--- src/rtl/refresh_exec_if.sv ---
// Bundle of refresh-request, user-access and GC-DRAM array signals for refresh_exec.
// The statistics counters exist only when REFRESH_EXEC_STATS_EN is defined.
interface refresh_exec_if #(
  parameter int DATA_W = 32,
  parameter int ADDR_W = 7
);
  logic              ref_valid;
  logic [ADDR_W-1:0] ref_addr;
  logic              ref_skip;
  logic              ref_ready;
  logic              ref_done;
  logic              user_read_en;
  logic              user_write_en;
  logic [ADDR_W-1:0] user_addr;
  logic [DATA_W-1:0] user_wdata;
  logic [DATA_W-1:0] user_rdata;
  logic              user_rvalid;
  logic              arr_re;
  logic              arr_we;
  logic [ADDR_W-1:0] arr_addr;
  logic [DATA_W-1:0] arr_wdata;
  logic [DATA_W-1:0] arr_rdata;
  logic              busy;
`ifdef REFRESH_EXEC_STATS_EN
  logic [15:0]       ref_count;
  logic [15:0]       stall_count;

  modport master (
    output ref_valid, ref_addr, ref_skip, user_read_en, user_write_en,
           user_addr, user_wdata, arr_rdata,
    input  ref_ready, ref_done, user_rdata, user_rvalid, arr_re, arr_we,
           arr_addr, arr_wdata, busy, ref_count, stall_count
  );
  modport slave (
    input  ref_valid, ref_addr, ref_skip, user_read_en, user_write_en,
           user_addr, user_wdata, arr_rdata,
    output ref_ready, ref_done, user_rdata, user_rvalid, arr_re, arr_we,
           arr_addr, arr_wdata, busy, ref_count, stall_count
  );
`else
  modport master (
    output ref_valid, ref_addr, ref_skip, user_read_en, user_write_en,
           user_addr, user_wdata, arr_rdata,
    input  ref_ready, ref_done, user_rdata, user_rvalid, arr_re, arr_we,
           arr_addr, arr_wdata, busy
  );
  modport slave (
    input  ref_valid, ref_addr, ref_skip, user_read_en, user_write_en,
           user_addr, user_wdata, arr_rdata,
    output ref_ready, ref_done, user_rdata, user_rvalid, arr_re, arr_we,
           arr_addr, arr_wdata, busy
  );
`endif
endinterface

--- src/rtl/refresh_exec.sv ---
// Row refresh executor for a GC-DRAM array: read, capture, write back, with user priority.
// Optional statistics counters are enabled by defining REFRESH_EXEC_STATS_EN.
//   state | meaning
//   IDLE  | waiting for a refresh request; skip requests complete here
//   RD    | issue refresh read of latched row (stalls on user access)
//   CAP   | capture array read data
//   WB    | write captured data back (stalls on user access)
module refresh_exec #(
  parameter int DATA_W = 32,
  parameter int ADDR_W = 7
) (
  input logic          clk,
  input logic          rst_n,
  refresh_exec_if.slave bus
);
  typedef enum logic [1:0] {IDLE, RD, CAP, WB} state_t;

  state_t            r_state, w_next;
  logic [ADDR_W-1:0] r_addr;
  logic [DATA_W-1:0] r_data;
  logic              r_done;
  logic              r_rvalid;
  logic              w_user, w_ready, w_xfer, w_wr_hit, w_drop, w_wb_fire, w_stall;

  assign w_user    = bus.user_read_en | bus.user_write_en;
  assign w_ready   = (r_state == IDLE) & ~w_user;
  assign w_xfer    = bus.ref_valid & w_ready;
  assign w_wr_hit  = bus.user_write_en & (bus.user_addr == r_addr);
  // A user write to the row being refreshed makes the captured copy stale.
  assign w_drop    = w_wr_hit & ((r_state == CAP) | (r_state == WB));
  assign w_wb_fire = (r_state == WB) & ~w_user;
  assign w_stall   = ((r_state == RD) | (r_state == WB)) & w_user & ~w_drop;

  always_ff @(posedge clk or negedge rst_n) begin
    if (!rst_n) r_state <= IDLE;
    else        r_state <= w_next;
  end

  always_ff @(posedge clk or negedge rst_n) begin
    if (!rst_n) begin
      r_addr   <= '0;
      r_data   <= '0;
      r_done   <= 1'b0;
      r_rvalid <= 1'b0;
    end else begin
      r_done   <= (w_xfer & bus.ref_skip) | w_wb_fire | w_drop;
      r_rvalid <= bus.user_read_en & ~bus.user_write_en;
      if (w_xfer)           r_addr <= bus.ref_addr;
      if (r_state == CAP)   r_data <= bus.arr_rdata;
    end
  end

  always_comb begin
    w_next = r_state;
    case (r_state)
      IDLE: if (w_xfer && !bus.ref_skip) w_next = RD;
      RD:   if (!w_user) w_next = CAP;
      CAP:  w_next = w_drop ? IDLE : WB;
      WB:   if (w_drop || !w_user) w_next = IDLE;
      default: w_next = IDLE;
    endcase
  end

  // User strobes pass straight to the array; refresh only uses idle array cycles.
  always_comb begin
    bus.arr_re    = 1'b0;
    bus.arr_we    = 1'b0;
    bus.arr_addr  = '0;
    bus.arr_wdata = '0;
    if (rst_n) begin
      if (w_user) begin
        bus.arr_we   = bus.user_write_en;
        bus.arr_re   = bus.user_read_en & ~bus.user_write_en;
        bus.arr_addr = bus.user_addr;
        if (bus.user_write_en) bus.arr_wdata = bus.user_wdata;
      end else if (r_state == RD) begin
        bus.arr_re   = 1'b1;
        bus.arr_addr = r_addr;
      end else if (r_state == WB) begin
        bus.arr_we    = 1'b1;
        bus.arr_addr  = r_addr;
        bus.arr_wdata = r_data;
      end
    end
  end

  assign bus.ref_ready   = rst_n & w_ready;
  assign bus.ref_done    = r_done;
  assign bus.busy        = (r_state != IDLE);
  assign bus.user_rvalid = r_rvalid;
  assign bus.user_rdata  = r_rvalid ? bus.arr_rdata : '0;

`ifdef REFRESH_EXEC_STATS_EN
  logic [15:0] r_ref_cnt, r_stall_cnt;

  always_ff @(posedge clk or negedge rst_n) begin
    if (!rst_n) begin
      r_ref_cnt   <= '0;
      r_stall_cnt <= '0;
    end else begin
      if (w_wb_fire && r_ref_cnt != 16'hFFFF)   r_ref_cnt   <= r_ref_cnt + 16'd1;
      if (w_stall && r_stall_cnt != 16'hFFFF)   r_stall_cnt <= r_stall_cnt + 16'd1;
    end
  end

  assign bus.ref_count   = r_ref_cnt;
  assign bus.stall_count = r_stall_cnt;
`endif
endmodule

--- src/flat_wrapper.sv ---
// flat-port wrapper written by rule: the top's interface ports become plain ports
module refresh_exec_flat 
#(
  parameter int DATA_W = 32,
  parameter int ADDR_W = 7
)
  (clk, rst_n, bus_ref_valid, bus_ref_addr, bus_ref_skip, bus_user_read_en, bus_user_write_en, bus_user_addr, bus_user_wdata, bus_arr_rdata, bus_ref_ready, bus_ref_done, bus_user_rdata, bus_user_rvalid, bus_arr_re, bus_arr_we, bus_arr_addr, bus_arr_wdata, bus_busy);
  refresh_exec_if #(.DATA_W(DATA_W), .ADDR_W(ADDR_W)) bus_i ();
  input logic clk;
  input logic rst_n;
  input wire logic [$bits(bus_i.ref_valid)-1:0] bus_ref_valid;
  input wire logic [$bits(bus_i.ref_addr)-1:0] bus_ref_addr;
  input wire logic [$bits(bus_i.ref_skip)-1:0] bus_ref_skip;
  input wire logic [$bits(bus_i.user_read_en)-1:0] bus_user_read_en;
  input wire logic [$bits(bus_i.user_write_en)-1:0] bus_user_write_en;
  input wire logic [$bits(bus_i.user_addr)-1:0] bus_user_addr;
  input wire logic [$bits(bus_i.user_wdata)-1:0] bus_user_wdata;
  input wire logic [$bits(bus_i.arr_rdata)-1:0] bus_arr_rdata;
  output wire logic [$bits(bus_i.ref_ready)-1:0] bus_ref_ready;
  output wire logic [$bits(bus_i.ref_done)-1:0] bus_ref_done;
  output wire logic [$bits(bus_i.user_rdata)-1:0] bus_user_rdata;
  output wire logic [$bits(bus_i.user_rvalid)-1:0] bus_user_rvalid;
  output wire logic [$bits(bus_i.arr_re)-1:0] bus_arr_re;
  output wire logic [$bits(bus_i.arr_we)-1:0] bus_arr_we;
  output wire logic [$bits(bus_i.arr_addr)-1:0] bus_arr_addr;
  output wire logic [$bits(bus_i.arr_wdata)-1:0] bus_arr_wdata;
  output wire logic [$bits(bus_i.busy)-1:0] bus_busy;
  assign bus_i.ref_valid = bus_ref_valid;
  assign bus_i.ref_addr = bus_ref_addr;
  assign bus_i.ref_skip = bus_ref_skip;
  assign bus_i.user_read_en = bus_user_read_en;
  assign bus_i.user_write_en = bus_user_write_en;
  assign bus_i.user_addr = bus_user_addr;
  assign bus_i.user_wdata = bus_user_wdata;
  assign bus_i.arr_rdata = bus_arr_rdata;
  assign bus_ref_ready = bus_i.ref_ready;
  assign bus_ref_done = bus_i.ref_done;
  assign bus_user_rdata = bus_i.user_rdata;
  assign bus_user_rvalid = bus_i.user_rvalid;
  assign bus_arr_re = bus_i.arr_re;
  assign bus_arr_we = bus_i.arr_we;
  assign bus_arr_addr = bus_i.arr_addr;
  assign bus_arr_wdata = bus_i.arr_wdata;
  assign bus_busy = bus_i.busy;
  refresh_exec #(.DATA_W(DATA_W), .ADDR_W(ADDR_W)) u_core (.clk(clk), .rst_n(rst_n), .bus(bus_i));
endmodule
--- config.mk ---
export PLATFORM = sky130hd
export DESIGN_NAME = refresh_exec_flat
export DESIGN_NICKNAME = d
export VERILOG_FILES = /design/src/rtl/refresh_exec_if.sv /design/src/rtl/refresh_exec.sv /design/src/flat_wrapper.sv
export SDC_FILE = /design/constraint.sdc
export NUM_CORES = 1
export LEC_CHECK = 0
export ABC_AREA = 1
export CAP_MARGIN = 20
export CORE_ASPECT_RATIO = 1.4
export CORE_MARGIN = 2
export CORE_UTILIZATION = 40
export CTS_BUF_LIST = sky130_fd_sc_hd__clkbuf_4 sky130_fd_sc_hd__clkbuf_8
export DETAILED_ROUTE_END_ITERATION = 16
export PLACE_DENSITY = 0.84
export SETUP_SLACK_MARGIN = 0.15
export SYNTH_ARGS = -nofsm -noshare
export SYNTH_HDL_FRONTEND = slang
export SYNTH_SLANG_ARGS = --single-unit
--- constraint.sdc ---
create_clock -name clk -period 2.84 [get_ports clk]
set_input_delay 0.71 -clock clk [delete_from_list [all_inputs] [get_ports clk]]
set_output_delay 0.71 -clock clk [all_outputs]
set_load 0.005 [all_outputs]
==> summary.txt <==
Clocking
  – TritonCTS buffer count: 5
  – CTS tree: done
  – Hold Buf Count CTS: 0
  – TritonCTS Sinks: 43
  – Clock slew at reported path FFs: 0.08 ns
  – H-tree levels: 2
  – Root buffer cell: clkbuf_8
  – CTS Buffer Depth: 2
  – Clk_lat worst skew: 0.29 ns

Drt
  – Drt initial violations: 102
  – DR WL/cell: 14.22 um
  – Drt via density: 4.920
  – Total iterations of the first detailed-routing run: 5
  – Total routed wirelength: 8572 um
  – Vias: 2967
  – Post-route ant nets: 0
  – DRC viols: 0

Power
  – Seq pwr share: 41.7%
  – Switch share: 32.35%
  – Pwr dens: 581.3 nW/um^2
  – Max VDD drop: 373.3 uV
  – Leak: 2.311 nW
  – Clk pwr share: 14.8%
  – Power, Total: 2.650 mW
  – Net switching power figure: 857.4 uW
  – Internal: 1.793 mW
  – Logic pwr share: 43.5%

Logic synthesis
  – Mapped Nets: 439
  – Area contributors post-synth: dfrtp_1 41%, nand2_1 18%, mux2_2 14%
  – Distinct cell type count after synthesis: 18
  – Post-Syn Instances: 355
  – Cell area after synthesis: 2651 um^2
  – Synth Area per Inst: 7.468 um^2
  – Synth top area share: 40.59%
  – Number of synthesized flops with an enable pin: 0
  – Ys Warns: 0
  – Commonest cells post-synth: 130 x nand2_1, 54 x inv_1, 43 x dfrtp_1
  – Post-synthesis async set-or-reset flop share: 100.0%
  – Ys flop type: dfrtp_1
  – Most common cell in the netlist: nand2_1
  – Sequential cell area fraction in the yosys report: 40.59%
  – Seq cells post-synth: 43
  – Cell taking the most area after synthesis: dfrtp_1

GRT
  – Largest net degree at the start of global routing: 44
  – Vias in the first global route: 2905
  – Initial antenna violation count: 0
  – Global-route wire length before repair: 12990 um
  – All-Layer GR Usage: 22.69%
  – Grt total ovfl: 0

Die
  – # IOs: 161
  – Effective utilization at floorplan: 40.91%
  – Die Ht: 100.3 um
  – Core Region: 6481 um^2
  – Die W: 72.81 um
  – Die area: 7305 um^2
  – FP Rows: 35

STA
  – Slew headroom: 60.81%
  – Finish-stage setup viols: 0
  – Min Tclk post-route: 2.656 ns
  – Clock Skew: 0.006343 ns
  – Max Clk Rate: 376.4 MHz
  – Slew Limit Fails: 0
  – Least-Margin Pin Slew: 0.5865 ns
  – Fin. Hold Viols: 0
  – RSZ-0062 raised after global routing: yes
  – Final Cycle Share: 93.54%
  – Post-route setup slack: 0.1836 ns

Critical path
  – Worst Path Required: 2.13 ns
  – WP data arrival: 1.95 ns
  – Critical path's most frequent cell: clkdlybuf4s50_1
  – CP max stage delay: 0.52 ns
  – Setup CP Type: input pin to primary output
  – Delay-heaviest family, CP: buffers and inverters
  – Maximum net fanout on the critical path: 3
  – Critical path, cell by cell: clkdlybuf4s50_1, a22oi_1, nor2_1, clkdlybuf4s50_1
  – WP buf/inv: 2
  – Type of origin of the critical path: input pin
  – Critical path capture point type: primary output
  – Crit-path slowest cell: clkdlybuf4s50_1

Finish
  – Area growth from synthesis to layout: 71.97%
  – Final Non-Filler Cells: 603
  – # diodes: 0
  – Fraction of layout instances using a drive strength above 1: 17.58%
  – Nets: 612

Job
  – Max Cap Viol: 0

Placement
  – HPWL Detailed: 6322 um
  – Number of I/O port buffers: 160
  – Setup Slack @ Placement: -0.3902 ns
  – Gp weighted congestion: 0.8395
  – Dpl cells: 585

Outcome
  – Status: finished, final reports clean

Hold path
  – Min-Delay Path Class: register to register
## state kept, by name, summed over array words and instances (netlist names)
register,flops
u_core.bus.ref_done,1
u_core.bus.user_rvalid,1
u_core.r_addr,7
u_core.r_data,32
u_core.r_state,2
## kinds of logic after synthesis
logic type,count (synthesis),synth area share [%]
and+or+nand+nor,159,23.88
buffers and inverters,72,11.89
AOI/OAI and AO/OA,48,9.721
DFF,43,40.59
muxes,32,13.59
xor gates and xnor gates,1,0.3304
## worst reg2reg max path, stage by stage (launching register included)
cell and delay, ns:
dfrtp_1 0.44, nor2_1 0.28, nand2_1 0.12, buf_4 0.14
nor2_2 0.38, a21oi_1 0.11, o21ai_0 0.10
## cells in the final DEF (no fill, tap or decap), drive strengths merged
cell type / synthesis / layout
nand2: 131 / 131
clkdlybuf4s50: 0 / 124
inv: 54 / 53
dfrtp: 43 / 43
buf: 8 / 41
a21oi: 34 / 34
mux2: 32 / 32
nor2: 26 / 26
dlygate4sd2: 0 / 17
clkbuf: 10 / 8
a22oi: 7 / 7
o21ai: 7 / 7
clkinvlp: 0 / 1
nor3: 1 / 1
nand3: 1 / 1
xor2: 1 / 1
clkinv: 0 / 1
bufbuf: 0 / 1
## through the flow
stage               hold WS [ns]  instance area [um^2]  utilization, %  TNS, ns
global placement          0.4882                  4383           67.63   -11.77
CTS                       0.5128                  4539           70.04        0
floorplan                 0.4144                  2651               -        0
finish                    0.5106                  4559           70.35        0
global route              0.5158                  4559           70.35        0
detailed placement        0.4937                  4383           67.63   -13.41
## final timing paths
path	cells past startpoint	slack, ns	from	end
min in group asynchronous	2	0.54	rst_n	u_core.r_data[30]$_DFFE_PN0N_
setup / recovery	4	0.18	bus_user_addr[2]	bus_arr_addr[2]
hold reg to reg	1	0.51	u_core.r_data[9]$_DFFE_PN0N_	u_core.r_data[9]$_DFFE_PN0N_
max in group asynchronous	2	1.92	rst_n	u_core.r_data[19]$_DFFE_PN0N_
setup reg to reg	6	1.18	u_core.r_state[1]$_DFFE_PN0P_	u_core.bus.ref_done$_DFF_PN0_
hold / removal	1	0.51	u_core.r_data[9]$_DFFE_PN0N_	u_core.r_data[9]$_DFFE_PN0N_
## power by group through the flow
| stage | combinational (mW) | clock (mW) | sequential, mW |
|---|---|---|---|
| 2_1_floorplan | 0.671 | 0 | 1.06 |
| 3_3_place_gp | 1.06 | 0 | 1.09 |
| 3_5_place_dp | 1.10 | 0 | 1.11 |
| 4_1_cts | 1.14 | 0.408 | 1.10 |
| 5_1_grt | 1.26 | 0.434 | 1.14 |
| 6_report | 1.15 | 0.392 | 1.11 |
## metal layers
metal	share of wire (%)	GRT usage, %
met1	35	23.86
met2	55	43.36
met3	7.2	4.116
met4	2.5	8.689
met5	0	0
## final cells by class
| class | count | area [um^2] |
|---|---|---|
| Timing Repair Buffer | 184 | 1814 |
| Inverter | 54 | 206.4 |
| Clock buffer | 7 | 83.83 |
| Sequential cell | 43 | 1076 |
| Clock inverter | 1 | 5.005 |
| Multi-Input combinational cell | 240 | 1281 |
| Fill cell | 554 | 1922 |
| Tap cell | 74 | 92.59 |
## repair_timing
action,in CTS,in global routing
hold endpoints to repair,0,0
setup endpoints to repair,42,40
gates resized for setup,83,20
pin swaps,2,5
cloned,2,1
buffers inserted,7,0
(Power assumes the default switching activity.)
